==> src/rtl/spin_write_arbiter_pkg.sv <==
// Shared types and default sizing for the spin write arbiter.
// The arbiter, its interface and the round-robin picker all import this package.
package spin_arb_pkg;

  localparam int DEF_NREQ  = 4;
  localparam int DEF_NSPIN = 16;
  localparam int DEF_AW    = 4;

  typedef enum logic [1:0] {
    ST_IDLE,
    ST_WRITE,
    ST_CLEAR
  } state_t;

  // A single requester still needs a 1-bit index, so never return zero.
  function automatic int idx_width(input int n);
    return (n > 1) ? $clog2(n) : 1;
  endfunction

endpackage

==> src/rtl/spin_write_arbiter_if.sv <==
// Requester/bank bundle for the spin write arbiter.
// The master side drives requests and bank status; the slave side is the arbiter.
interface spin_write_arbiter_if
  import spin_arb_pkg::*;
#(
  parameter int NREQ = DEF_NREQ,
  parameter int AW   = DEF_AW
) ();

  logic [NREQ-1:0]    req_valid;
  logic [NREQ*AW-1:0] req_addr;
  logic [NREQ-1:0]    req_data;
  logic [NREQ-1:0]    req_ready;
  logic               wr_stall;
  logic               clear_req;
  logic               clear_done;
  logic               wr_en;
  logic [AW-1:0]      wr_addr;
  logic               wr_din;
  logic [7:0]         conflict_cnt;

  modport master (
    output req_valid, req_addr, req_data, wr_stall, clear_req,
    input  req_ready, clear_done, wr_en, wr_addr, wr_din, conflict_cnt
  );

  modport slave (
    input  req_valid, req_addr, req_data, wr_stall, clear_req,
    output req_ready, clear_done, wr_en, wr_addr, wr_din, conflict_cnt
  );

endinterface

==> src/rtl/spin_write_arbiter_rr_pick.sv <==
// Combinational round-robin picker: first valid index at or after the pointer,
// wrapping from NREQ-1 back to 0.
module rr_pick
  import spin_arb_pkg::*;
#(
  parameter int NREQ = DEF_NREQ,
  parameter int PW   = idx_width(DEF_NREQ)
) (
  input  logic [NREQ-1:0] i_valid,
  input  logic [PW-1:0]   i_ptr,
  output logic            o_any,
  output logic [PW-1:0]   o_winner
);

  logic [PW-1:0] w_idx;

  assign o_any = |i_valid;

  // Walk from the farthest offset down so the nearest valid index is written last.
  always_comb begin
    w_idx    = '0;
    o_winner = '0;
    for (int k = NREQ - 1; k >= 0; k--) begin
      w_idx = PW'((int'(i_ptr) + k) % NREQ);
      if (i_valid[w_idx]) o_winner = w_idx;
    end
  end

endmodule

==> src/rtl/spin_write_arbiter.sv <==
// Arbitrates single-bit writes from NREQ requesters into a spin register bank
// and sweeps the whole bank to zero on a clear request.
module spin_write_arbiter
  import spin_arb_pkg::*;
#(
  parameter int NREQ  = DEF_NREQ,
  parameter int NSPIN = DEF_NSPIN,
  parameter int AW    = DEF_AW
) (
  input logic                clk,
  input logic                reset,
  spin_write_arbiter_if.slave bus
);

  localparam int PW = idx_width(NREQ);

  state_t          r_state, w_state_nxt;
  logic [PW-1:0]   r_ptr, w_ptr_nxt;
  logic            r_wr_en, w_wr_en_nxt;
  logic [AW-1:0]   r_wr_addr, w_wr_addr_nxt;
  logic            r_wr_din, w_wr_din_nxt;
  logic [NREQ-1:0] r_req_ready, w_req_ready_nxt;
  logic            r_clear_done, w_clear_done_nxt;
  logic [7:0]      r_conflict_cnt, w_conflict_cnt_nxt;
  logic            w_any;
  logic [PW-1:0]   w_winner;

  rr_pick #(
    .NREQ (NREQ),
    .PW   (PW)
  ) u_rr_pick (
    .i_valid  (bus.req_valid),
    .i_ptr    (r_ptr),
    .o_any    (w_any),
    .o_winner (w_winner)
  );

  always_ff @(posedge clk or posedge reset) begin
    if (reset) begin
      r_state        <= ST_IDLE;
      r_ptr          <= '0;
      r_wr_en        <= 1'b0;
      r_wr_addr      <= '0;
      r_wr_din       <= 1'b0;
      r_req_ready    <= '0;
      r_clear_done   <= 1'b0;
      r_conflict_cnt <= '0;
    end else begin
      r_state        <= w_state_nxt;
      r_ptr          <= w_ptr_nxt;
      r_wr_en        <= w_wr_en_nxt;
      r_wr_addr      <= w_wr_addr_nxt;
      r_wr_din       <= w_wr_din_nxt;
      r_req_ready    <= w_req_ready_nxt;
      r_clear_done   <= w_clear_done_nxt;
      r_conflict_cnt <= w_conflict_cnt_nxt;
    end
  end

  // Every output is computed here one cycle ahead and then registered.
  always_comb begin
    w_state_nxt        = r_state;
    w_ptr_nxt          = r_ptr;
    w_wr_en_nxt        = 1'b0;
    w_wr_addr_nxt      = r_wr_addr;
    w_wr_din_nxt       = r_wr_din;
    w_req_ready_nxt    = '0;
    w_clear_done_nxt   = 1'b0;
    w_conflict_cnt_nxt = r_conflict_cnt;

    case (r_state)
      ST_IDLE: begin
        if ($countones(bus.req_valid) >= 2 && r_conflict_cnt != 8'hFF)
          w_conflict_cnt_nxt = r_conflict_cnt + 8'd1;
        if (bus.clear_req) begin
          w_state_nxt   = ST_CLEAR;
          w_wr_en_nxt   = 1'b1;
          w_wr_addr_nxt = '0;
          w_wr_din_nxt  = 1'b0;
        end else if (!bus.wr_stall && w_any) begin
          w_state_nxt               = ST_WRITE;
          w_wr_en_nxt               = 1'b1;
          w_wr_addr_nxt             = bus.req_addr[int'(w_winner)*AW +: AW];
          w_wr_din_nxt              = bus.req_data[w_winner];
          w_req_ready_nxt[w_winner] = 1'b1;
          w_ptr_nxt = (w_winner == PW'(NREQ - 1)) ? '0 : w_winner + 1'b1;
        end
      end
      ST_WRITE: begin
        w_state_nxt = ST_IDLE;
      end
      ST_CLEAR: begin
        if (r_wr_addr == AW'(NSPIN - 1)) begin
          w_state_nxt      = ST_IDLE;
          w_clear_done_nxt = 1'b1;
        end else begin
          w_wr_en_nxt   = 1'b1;
          w_wr_addr_nxt = r_wr_addr + 1'b1;
          w_wr_din_nxt  = 1'b0;
        end
      end
      default: begin
        w_state_nxt = ST_IDLE;
      end
    endcase
  end

  assign bus.req_ready    = r_req_ready;
  assign bus.clear_done   = r_clear_done;
  assign bus.wr_en        = r_wr_en;
  assign bus.wr_addr      = r_wr_addr;
  assign bus.wr_din       = r_wr_din;
  assign bus.conflict_cnt = r_conflict_cnt;

endmodule

==> src/flat_wrapper.sv <==
// flat-port wrapper written by rule: the top's interface ports become plain ports
module spin_write_arbiter_flat import spin_arb_pkg::*;
#(
  parameter int NREQ  = DEF_NREQ,
  parameter int NSPIN = DEF_NSPIN,
  parameter int AW    = DEF_AW
)
  (clk, reset, bus_req_valid, bus_req_addr, bus_req_data, bus_wr_stall, bus_clear_req, bus_req_ready, bus_clear_done, bus_wr_en, bus_wr_addr, bus_wr_din, bus_conflict_cnt);
  spin_write_arbiter_if #(.NREQ(NREQ), .AW(AW)) bus_i ();
  input logic clk;
  input logic reset;
  input wire logic [$bits(bus_i.req_valid)-1:0] bus_req_valid;
  input wire logic [$bits(bus_i.req_addr)-1:0] bus_req_addr;
  input wire logic [$bits(bus_i.req_data)-1:0] bus_req_data;
  input wire logic [$bits(bus_i.wr_stall)-1:0] bus_wr_stall;
  input wire logic [$bits(bus_i.clear_req)-1:0] bus_clear_req;
  output wire logic [$bits(bus_i.req_ready)-1:0] bus_req_ready;
  output wire logic [$bits(bus_i.clear_done)-1:0] bus_clear_done;
  output wire logic [$bits(bus_i.wr_en)-1:0] bus_wr_en;
  output wire logic [$bits(bus_i.wr_addr)-1:0] bus_wr_addr;
  output wire logic [$bits(bus_i.wr_din)-1:0] bus_wr_din;
  output wire logic [$bits(bus_i.conflict_cnt)-1:0] bus_conflict_cnt;
  assign bus_i.req_valid = bus_req_valid;
  assign bus_i.req_addr = bus_req_addr;
  assign bus_i.req_data = bus_req_data;
  assign bus_i.wr_stall = bus_wr_stall;
  assign bus_i.clear_req = bus_clear_req;
  assign bus_req_ready = bus_i.req_ready;
  assign bus_clear_done = bus_i.clear_done;
  assign bus_wr_en = bus_i.wr_en;
  assign bus_wr_addr = bus_i.wr_addr;
  assign bus_wr_din = bus_i.wr_din;
  assign bus_conflict_cnt = bus_i.conflict_cnt;
  spin_write_arbiter #(.NREQ(NREQ), .NSPIN(NSPIN), .AW(AW)) u_core (.clk(clk), .reset(reset), .bus(bus_i));
endmodule
==> config.mk <==
export PLATFORM = sky130hd
export DESIGN_NAME = spin_write_arbiter_flat
export DESIGN_NICKNAME = d
export VERILOG_FILES = /design/src/rtl/spin_write_arbiter_pkg.sv /design/src/rtl/spin_write_arbiter_if.sv /design/src/rtl/spin_write_arbiter_rr_pick.sv /design/src/rtl/spin_write_arbiter.sv /design/src/flat_wrapper.sv
export SDC_FILE = /design/constraint.sdc
export NUM_CORES = 1
export LEC_CHECK = 0
export BUFFER_PORTS_ARGS = -buffer_cell sky130_fd_sc_hd__buf_2
export CORE_MARGIN = 8
export CORE_UTILIZATION = 40
export CTS_BUF_LIST = sky130_fd_sc_hd__clkbuf_2 sky130_fd_sc_hd__clkbuf_4 sky130_fd_sc_hd__clkbuf_8
export DETAILED_ROUTE_END_ITERATION = 10
export PLACE_DENSITY = 0.63
export SETUP_SLACK_MARGIN = 0.3
export SYNTH_ARGS = -nofsm -noshare
export SYNTH_HDL_FRONTEND = slang
export SYNTH_SLANG_ARGS = --single-unit
==> constraint.sdc <==
create_clock -name clk -period 2.5 [get_ports clk]
set_input_delay 0.375 -clock clk [delete_from_list [all_inputs] [get_ports clk]]
set_output_delay 0.375 -clock clk [all_outputs]
set_load 0.01 [all_outputs]
### After elaboration in Yosys (flattened, before gate mapping)

Index checks and enable logic that the tools add are counted.

* flip-flop bits (word level): 23
* bits of input ports: 28
* output and inout bits: 19
* logic and storage cells: 82

* $add $sub $neg: 9
* order comparisons: 7
* eq/ne operators: 7
* shift operators: 1
* mux-type cells: 38
* bitwise operators: 1
* reduce and logical (&&, ||, !) cells: 11

Operators by type and width (count)
* adder 32 bit: 1
* greater-or-equal comparator 32 x 3 -> 1 bit, second input constant: 1
* 2-to-1 mux 4 bit: 6
* 2-to-1 mux 2 bit: 8
* variable part select 16 x 5 -> 4 bit: 1
* < comparator 2 x 3 -> 1 bit, second input constant: 5
* 2-to-1 mux 1 bit: 14
* binary-select mux 1 bit (select 2 bit): 5
* adder 8 x 1 -> 8 bit, second input constant: 1
* inequality test 8 bit, second input constant: 1
* case mux 4 bit (2 select lines): 1
* AND reduction 3 bit: 2
* adder 1 x 1 -> 2 bit: 2
* adder 2 x 1 -> 2 bit, second input constant: 2
* adder 2 bit, second input constant: 2
* adder 4 x 1 -> 4 bit, second input constant: 1
* equality test 2 bit, second input constant: 2
* equality test 4 bit, second input constant: 1
* case mux 1 bit (2 select lines): 2
* case mux 2 bit (2 select lines): 1
* AND reduction 2 bit: 2
* OR reduction 4 bit: 1
* logical AND 1 bit: 3
* inequality test 3 x 2 -> 1 bit, second input constant: 1
* other kinds (8): 8

### Longest topological paths before layout

Gate-level depths: netlist of the first run.

* word-level depth: 14
* depth in mapped cells: 10
* depth with buffers taken out: 10

### Hierarchy

From an unflattened synthesis of the first run, not the netlist that was laid out.

* cell total of the unflattened synthesis: 116
* area, all modules: 1321.3 sq um

Modules (own cells, without submodules)
* spin_write_arbiter: times used 1, cells each 103, area each 1243.7 sq um, sequential area each 575.6 sq um
* rr_pick: times used 1, cells each 13, area each 77.6 sq um, sequential area each 0.0 sq um

### Worst setup path before layout of the first run

OpenSTA, ideal clock, no wires.

* path kind: in2reg
* start point: in bus_req_valid[0]
* end point: reg u_core.r_conflict_cnt[7], in the netlist u_core.bus.conflict_cnt[7]
* setup time: 128 ps
* data arrival time: 2260 ps
* data required time: 2372 ps
* path slack: 112 ps
* cell stages on the path: 10
* path buffers: 0
* cell sequence: inv_1 -> ha_1 -> nand2_1 -> fa_1 -> a211o_1 -> a41oi_4 -> nand4_2 -> nor2_2 -> nand3_1 -> xnor2_1

* longest elaborated chain between the ends: 5

RTL lines
* from (decl): RTL line flat_wrapper.sv:12 `input wire logic [$bits(bus_i.req_valid)-1:0] bus_req_valid;`
* adder 1 x 1 -> 2 bit (implied by the code): RTL line spin_write_arbiter.sv:73 `if ($countones(bus.req_valid) >= 2 && r_conflict_cnt != 8'hFF)`
* adder 32 bit (implied by the code): RTL line spin_write_arbiter.sv:73
* greater-or-equal comparator 32 x 3 -> 1 bit: RTL line spin_write_arbiter.sv:73
* logical AND 1 bit: RTL line spin_write_arbiter.sv:73
* AND reduction 2 bit (no line)
* to (signal assigned): RTL line spin_write_arbiter.sv:56 `r_conflict_cnt <= w_conflict_cnt_nxt;`
* to (decl): RTL line spin_write_arbiter.sv:24 `logic [7:0] r_conflict_cnt, w_conflict_cnt_nxt;`

Every way passes these cells.
A chain may end at the register's enable or synchronous reset.

### Worst setup path in the final report of the first run

* start point: in bus_req_valid[2]
* end point: reg u_core.r_conflict_cnt[1], in the netlist u_core.bus.conflict_cnt[1]

Same word-level chain as after synthesis.

==> results.ini, run 1 <==
[sta]
tightestPinTransition_ps = 853
setup-tns-final_ps = 0
fin_crit_sh_pct = 85.6
maxSlewViolCount = 0
maxSlewHeadroom_pct = 43.1
setup_viol_count_final = 0
rsz0062_at_grt = no
fmax_mhz = 467
skew_ps = 11.8
min_period_ps = 2140
hold_viol_final = 0

[power_and_ir_drop]
max-vdd-ir-drop_uv = 377
p_leak_uw = 0.000880
p_per_area_mw_per_mm2 = 816

[global_routing]
grt_start_max_net_pins = 24
use_met2_pct = 20.3
top_usage_layer = met2
use_met1_pct = 14.1
grtUsageTotal_pct = 12.1
grt_pass1_wl_um = 5270
use_met3_pct = 4.64
grt_pass1_vias = 1237
grt-ovfl-total = 0
antenna_found_initial = 0

[logic_synthesis]
synth_top_cell_by_area = dfrtp_1
yosysWarningCount = 0
yosysTopAreaCellShare_pct = 43.5
syn_inst = 125
synth-seq-cells = 23
synth_commonest_cells = dfrtp_1 (23), nand2_1 (14), mux2i_1 (11)
yosysUniqueCellTypes = 37
synth_nets = 161
synth_area_leaders = dfrtp_1 (43%), mux2i_1 (8.3%), ha_1 (6.6%)
synth_edf_count = 0
synthesis.area_mm2 = 0.00132
avgSynthCellArea_um2 = 10.6
yosysSeqAreaShare_pct = 43.5
synth-async-reset-ratio_pct = 100
yosysMostFrequentCell = dfrtp_1
synth_flop_cell = dfrtp_1

[critical_path]
max_stage_delay_ps = 440
crit_chain = buf_2 > inv_8 > ha_4 > nand2_2 > fa_1 > a211o_1 > a41oi_4 > buf_4 > mux2_2
critPathKind = in -> reg
end_kind = flip-flop
crit_slowest_cell = fa_1
crit_path_max_fanout = 5
crit_buf_inv = 3
start_kind = input port
cp.required_ps = 2690
arrival_ps = 2330
cp_top_family = adder cells

[clock_network]
cts_tree = built
clk_path_buf_depth = 2
htreeDepth = 1
clockRootBuffer = clkbuf_4
cts_buffers = 3
clkTransAtPathRegs_ps = 120
clock-sinks = 23
clk_latency_ps = 300
ctsHoldBuffers = 0

[layout]
drive_above_1_share_pct = 38.8
nets = 215
diodes = 0
final_area_mm2 = 0.00171
filler_cell_count = 328
syn_to_final_growth_pct = 29.4

[hold_path]
hold_class = in -> async

[detailed_routing]
routed-via-count = 1090
dr.pass1.iters = 4
wl_um = 2970
drt_iter0_drc = 17
wl_per_cell_um = 13.2
drtAntennaViolNets = 0
via_per_inst = 4.87
drt_drc_violations_left = 0

[die]
coreArea_mm2 = 0.00326
io_pins = 47
die_area_mm2 = 0.00541
die_h_um = 73.5
die_x_um = 73.5
start_util_pct = 40.6
fp-row-count = 21

[placement]
place_area_mm2 = 0.00167
gp_congestion = 0.794
port_buffers = 46
place_hpwl_um = 2480

[run]
cap_violations = 0

[run_status]
status = complete, no violations

kinds of logic (layout without fill, tap and decap cells):
kind of cell,after synthesis,in the layout,synth area share [%]
fa+ha+maj,8,8,8.13
simple gates,40,40,14.8
buf+inv,12,65,4.06
compound gates,21,21,14.0
flops,23,23,43.5
mux,14,14,10.9
xor+xnor,7,7,4.63
path summary, 6_finish.rpt:
kind                                   startpoint                          to  slack, ps  cells past startpoint
min in group clk                    bus_clear_req           u_core.r_state[1]        420                      3
worst min register to register  u_core.bus.wr_din           u_core.bus.wr_din        510                      1
worst max-delay path             bus_req_valid[2]  u_core.bus.conflict_cnt[1]        360                      9
worst max register to register    u_core.r_ptr[0]       u_core.bus.wr_addr[2]        630                      6
max in group asynchronous                   reset            u_core.bus.wr_en       1740                      2
worst min-delay path                        reset     u_core.bus.req_ready[3]        220                      2
per-stage QoR:
step / hold slack (ps) / power (uW) / worst slack, ps / cells / utilization, %
floorplan: 377 / 1040 / 217 / 125 / -
global placement: 497 / 1220 / 85.7 / 218 / 51.2
detailed placement: 487 / 1240 / 23.4 / 218 / 51.2
CTS: 260 / 1420 / 357 / 222 / 52.1
global route: 313 / 1530 / 299 / 224 / 52.6
finish: 224 / 1400 / 359 / 224 / 52.6
registers in the layout, summed over array words and instances (netlist names):
name                     cells
u_core.bus.clear_done        1
u_core.bus.wr_addr           4
u_core.bus.wr_din            1
u_core.r_state               2
u_core.r_ptr                 2
u_core.bus.conflict_cnt      8
u_core.bus.req_ready         4
u_core.bus.wr_en             1
per-layer routing:
| layer | part of all wire (%) | vias up |
|---|---|---|
| met1 | 44 | 502 |
| met2 | 47 | 37 |
| met3 | 8.4 | 2 |
| met5 | 0 | - |
| met4 | 0.27 | 0 |
| li1 | - | 549 |
where the power goes:
part / switching (uW) / leakage [uW] / internal (uW) / total (uW)
Combinational: 338 / 0.000567 / 315 / 653
Sequential: 99.4 / 0.000294 / 469 / 569
Clock: 103 / 0.0000184 / 72.9 / 176
Total: 541 / 0.000880 / 857 / 1400
cells in the final DEF (no fill, tap or decap), types with 2 or more instances in the layout:
master and count:
buf_2 46, dfrtp_1 23, nand2_1 13, mux2i_1 11, nor2_1 8, xnor2_1 5
nor2b_1 5, ha_1 5, buf_4 5, nand3_1 4, o21ai_1 4, inv_1 4
clkbuf_4 4, and3_1 3, a221o_1 3, and2_1 2, xor2_1 2, inv_2 2
inv_8 2, mux2_1 2, o21ai_0 2, ha_4 2
repair_timing:
| item | 4_1_cts | 5_1_grt |
|---|---|---|
| gates resized for setup | 0 | 0 |
| setup buffers | 0 | 2 |
| endpoints found under the setup margin | 0 | 1 |
area by class of cell:
class | count | area (um^2) | area share (%)
clock buffers | 4 | 30.0 | 1.75
flip-flops and latches | 23 | 576 | 33.6
well taps | 46 | 57.6 | 3.36
multi-input cells | 90 | 722 | 42.1
repair buffers | 51 | 268 | 15.6
inverters | 10 | 60.1 | 3.51
(Power assumes the default switching activity.)
==> inputs of run 2 (changes only) <==
--- a/config.mk
+++ b/config.mk
@@ -5,11 +5,12 @@
 export SDC_FILE = /design/constraint.sdc
 export NUM_CORES = 1
 export LEC_CHECK = 0
-export BUFFER_PORTS_ARGS = -buffer_cell sky130_fd_sc_hd__buf_2
+export BUFFER_PORTS_ARGS = -buffer_cell sky130_fd_sc_hd__buf_4
 export CORE_MARGIN = 8
 export CORE_UTILIZATION = 40
 export CTS_BUF_LIST = sky130_fd_sc_hd__clkbuf_2 sky130_fd_sc_hd__clkbuf_4 sky130_fd_sc_hd__clkbuf_8
 export DETAILED_ROUTE_END_ITERATION = 10
+export MAX_ROUTING_LAYER = met4
 export PLACE_DENSITY = 0.63
 export SETUP_SLACK_MARGIN = 0.3
 export SYNTH_ARGS = -nofsm -noshare
==> run 2 against run 1 <==
  * Critical path depth increased by 2
  * Worst setup slack improved by 34 ps
  * Sequential power increased by 0.7%
  * Cell count is 0.45% lower
  * Register-to-register slack improved by 20 ps
  * Fmax is 1.6% higher
  * Largest cell class unchanged
  * Sequential share of layout area down 1.9 points
  * Critical path type unchanged
  * Non-clock buffer count fell by 1
  * Clock-buffer cell count is 1 lower
  * Sequential cell count unchanged
  * Die area did not move
  * Wire length up 6.0%
==> results.ini, run 2 (synthesis results as in run 1) <==
[placement]
port_buffers = 46  ; unchanged
gp_congestion = 0.857  ; was 0.794
place_hpwl_um = 2620  ; was 2480 um

[clock_network]
clockRootBuffer = clkbuf_4  ; unchanged
clk_path_buf_depth = 2  ; unchanged
clkTransAtPathRegs_ps = 130  ; was 120 ps
ctsResizeCount = 0  ; unchanged
cts_buffers = 3  ; unchanged
htreeDepth = 1  ; unchanged
ctsHoldBuffers = 0  ; unchanged
clock-sinks = 23  ; unchanged
post_cts_buffers = 0  ; unchanged
cts_tree = built  ; unchanged
clk_latency_ps = 320  ; was 300 ps

[layout]
regArea_um2 = 576  ; unchanged
diodes = 0  ; unchanged
largest_reg_flops = 8  ; unchanged
filler_cell_count = 310  ; was 328
final_common_cell = buf_4  ; was buf_2
mostFrequentLayoutCells = buf_4 (50), dfrtp_1 (23), nand2_1 (13)  ; was buf_2 (46), dfrtp_1 (23), nand2_1 (13)
nets = 214  ; was 215
drive_above_1_share_pct = 38.4  ; was 38.8%
multi_input_comb_area_um2 = 722  ; unchanged
syn_to_final_growth_pct = 37.3  ; was 29.4%

[die]
die_x_um = 73.5  ; unchanged
io_pins = 47  ; unchanged
coreArea_mm2 = 0.00326  ; unchanged
die_h_um = 73.5  ; unchanged
start_util_pct = 40.6  ; unchanged
fp-row-count = 21  ; unchanged
die_area_mm2 = 0.00541  ; unchanged

[detailed_routing]
routed-via-count = 1105  ; was 1090
drtAntennaViolNets = 0  ; unchanged
drt_iter0_drc = 28  ; was 17
drt_drc_violations_left = 0  ; unchanged
wl_per_cell_um = 14.1  ; was 13.2 um
dr.pass1.iters = 4  ; unchanged
wl_um = 3140  ; was 2970 um
via_per_inst = 4.96  ; was 4.87

[global_routing]
top_usage_layer = met2  ; unchanged
grt_pass1_wl_um = 5290  ; was 5270 um
use_met3_pct = 3.82  ; was 4.64%
grtUsageTotal_pct = 12.7  ; was 12.1%
use_met1_pct = 14.9  ; was 14.1%
antenna_found_initial = 0  ; unchanged
grt_start_max_net_pins = 24  ; unchanged
grt-ovfl-total = 0  ; unchanged
use_met2_pct = 19.8  ; was 20.3%
grt_pass1_vias = 1204  ; was 1237

[critical_path]
crit_slowest_cell = fa_1  ; unchanged
arrival_ps = 2350  ; was 2330 ps
critPathKind = in -> reg  ; unchanged
rrSetupSlack_ps = 650  ; was 630 ps
crit_chain = buf_4 > inv_8 > ha_4 > nand2_2 > fa_1 > a211o_1 > a41oi_4 > nand4_2 > nor2_2 > nand3_1 > xnor2_1  ; was buf_2 > inv_8 > ha_4 > nand2_2 > fa_1 > a211o_1 > a41oi_4 > buf_4 > mux2_2
r2r_end = u_core.bus.wr_addr[2]  ; unchanged
crit_path_max_fanout = 4  ; was 5
cp_top_family = adder cells  ; unchanged
startpoint = bus_req_valid[2]  ; unchanged
crit_buf_inv = 2  ; was 3
endpoint = u_core.bus.conflict_cnt[7]  ; was u_core.bus.conflict_cnt[1]
end_kind = flip-flop  ; unchanged
cp_num_cells = 11  ; was 9
start_kind = input port  ; unchanged
max_stage_delay_ps = 440  ; about the same
reg2reg_depth = 5  ; was 6
r2r-start = u_core.r_state[1]  ; was u_core.r_ptr[0]
cp.required_ps = 2750  ; was 2690 ps

[power_and_ir_drop]
p_leak_uw = 0.000903  ; was 0.000880 uW
power_uw = 1460  ; was 1400 uW
max-vdd-ir-drop_uv = 301  ; was 377 uV
p_per_area_mw_per_mm2 = 803  ; was 816 mW/mm^2

[sta]
maxSlewViolCount = 0  ; unchanged
skew_ps = 5.92  ; was 11.8 ps
rsz0062_at_grt = no  ; unchanged
tightestPinTransition_ps = 872  ; was 853 ps
min_period_ps = 2110  ; was 2140 ps
fmax_mhz = 475  ; was 467 MHz
fin_crit_sh_pct = 84.3  ; was 85.6%
setup_viol_count_final = 0  ; unchanged
maxSlewHeadroom_pct = 41.8  ; was 43.1%
setup-tns-final_ps = 0  ; unchanged
hold_viol_final = 0  ; unchanged

[hold_path]
hold_class = in -> async  ; unchanged

[run]
cap_violations = 0  ; unchanged

[run_status]
status = complete, no violations  ; unchanged

-- run 2: cell type report --
class                   count  share of cell area, %
multi-input cells          90                   39.7
flip-flops and latches     23                   31.7
repair buffers             50                   20.6
inverters                  10                   3.30
well taps                  46                   3.17
clock buffers               3                   1.24
clock inverters             1                  0.275
-- run 2: layer usage --
layer / share of wire [%] / routed length (um) / vias up
met1: 46 / 1430 / 513
met4: 1.2 / 38 / 0
li1: - / - / 543
met3: 6.5 / 205 / 6
met5: 0 / 0 / -
met2: 47 / 1470 / 43
-- run 2: how the worst min path moves through the flow --
stage / end / slack, ps / cells after the start
6_report: u_core.bus.clear_done / 220 / 2
5_1_grt: u_core.bus.conflict_cnt[7] / 290 / 2
4_1_cts: u_core.bus.conflict_cnt[5] / 260 / 2
3_5_place_dp: u_core.bus.wr_din / 510 / 1
3_3_place_gp: u_core.bus.wr_din / 500 / 1
2_1_floorplan: u_core.bus.clear_done / 380 / 1
-- run 2: report_power, final --
group          leakage (uW)  internal, uW  total [uW]  switching [uW]
Clock             0.0000177          59.9         177             117
Combinational      0.000591           366         711             345
Sequential         0.000294           469         573             104
-- run 2: stage by stage --
step                      cells  instance area (um^2)  worst slack (ps)  utilization, %  hold WS [ps]
final                       223                  1820               393            55.8           224
after global routing        223                  1820               317            55.8           287
after CTS                   223                  1820               359            55.8           260
after detailed placement    219                  1790              27.0            55.0           509
after global placement      219                  1790               110            55.0           501
after floorplan             125                  1370               217               -           377
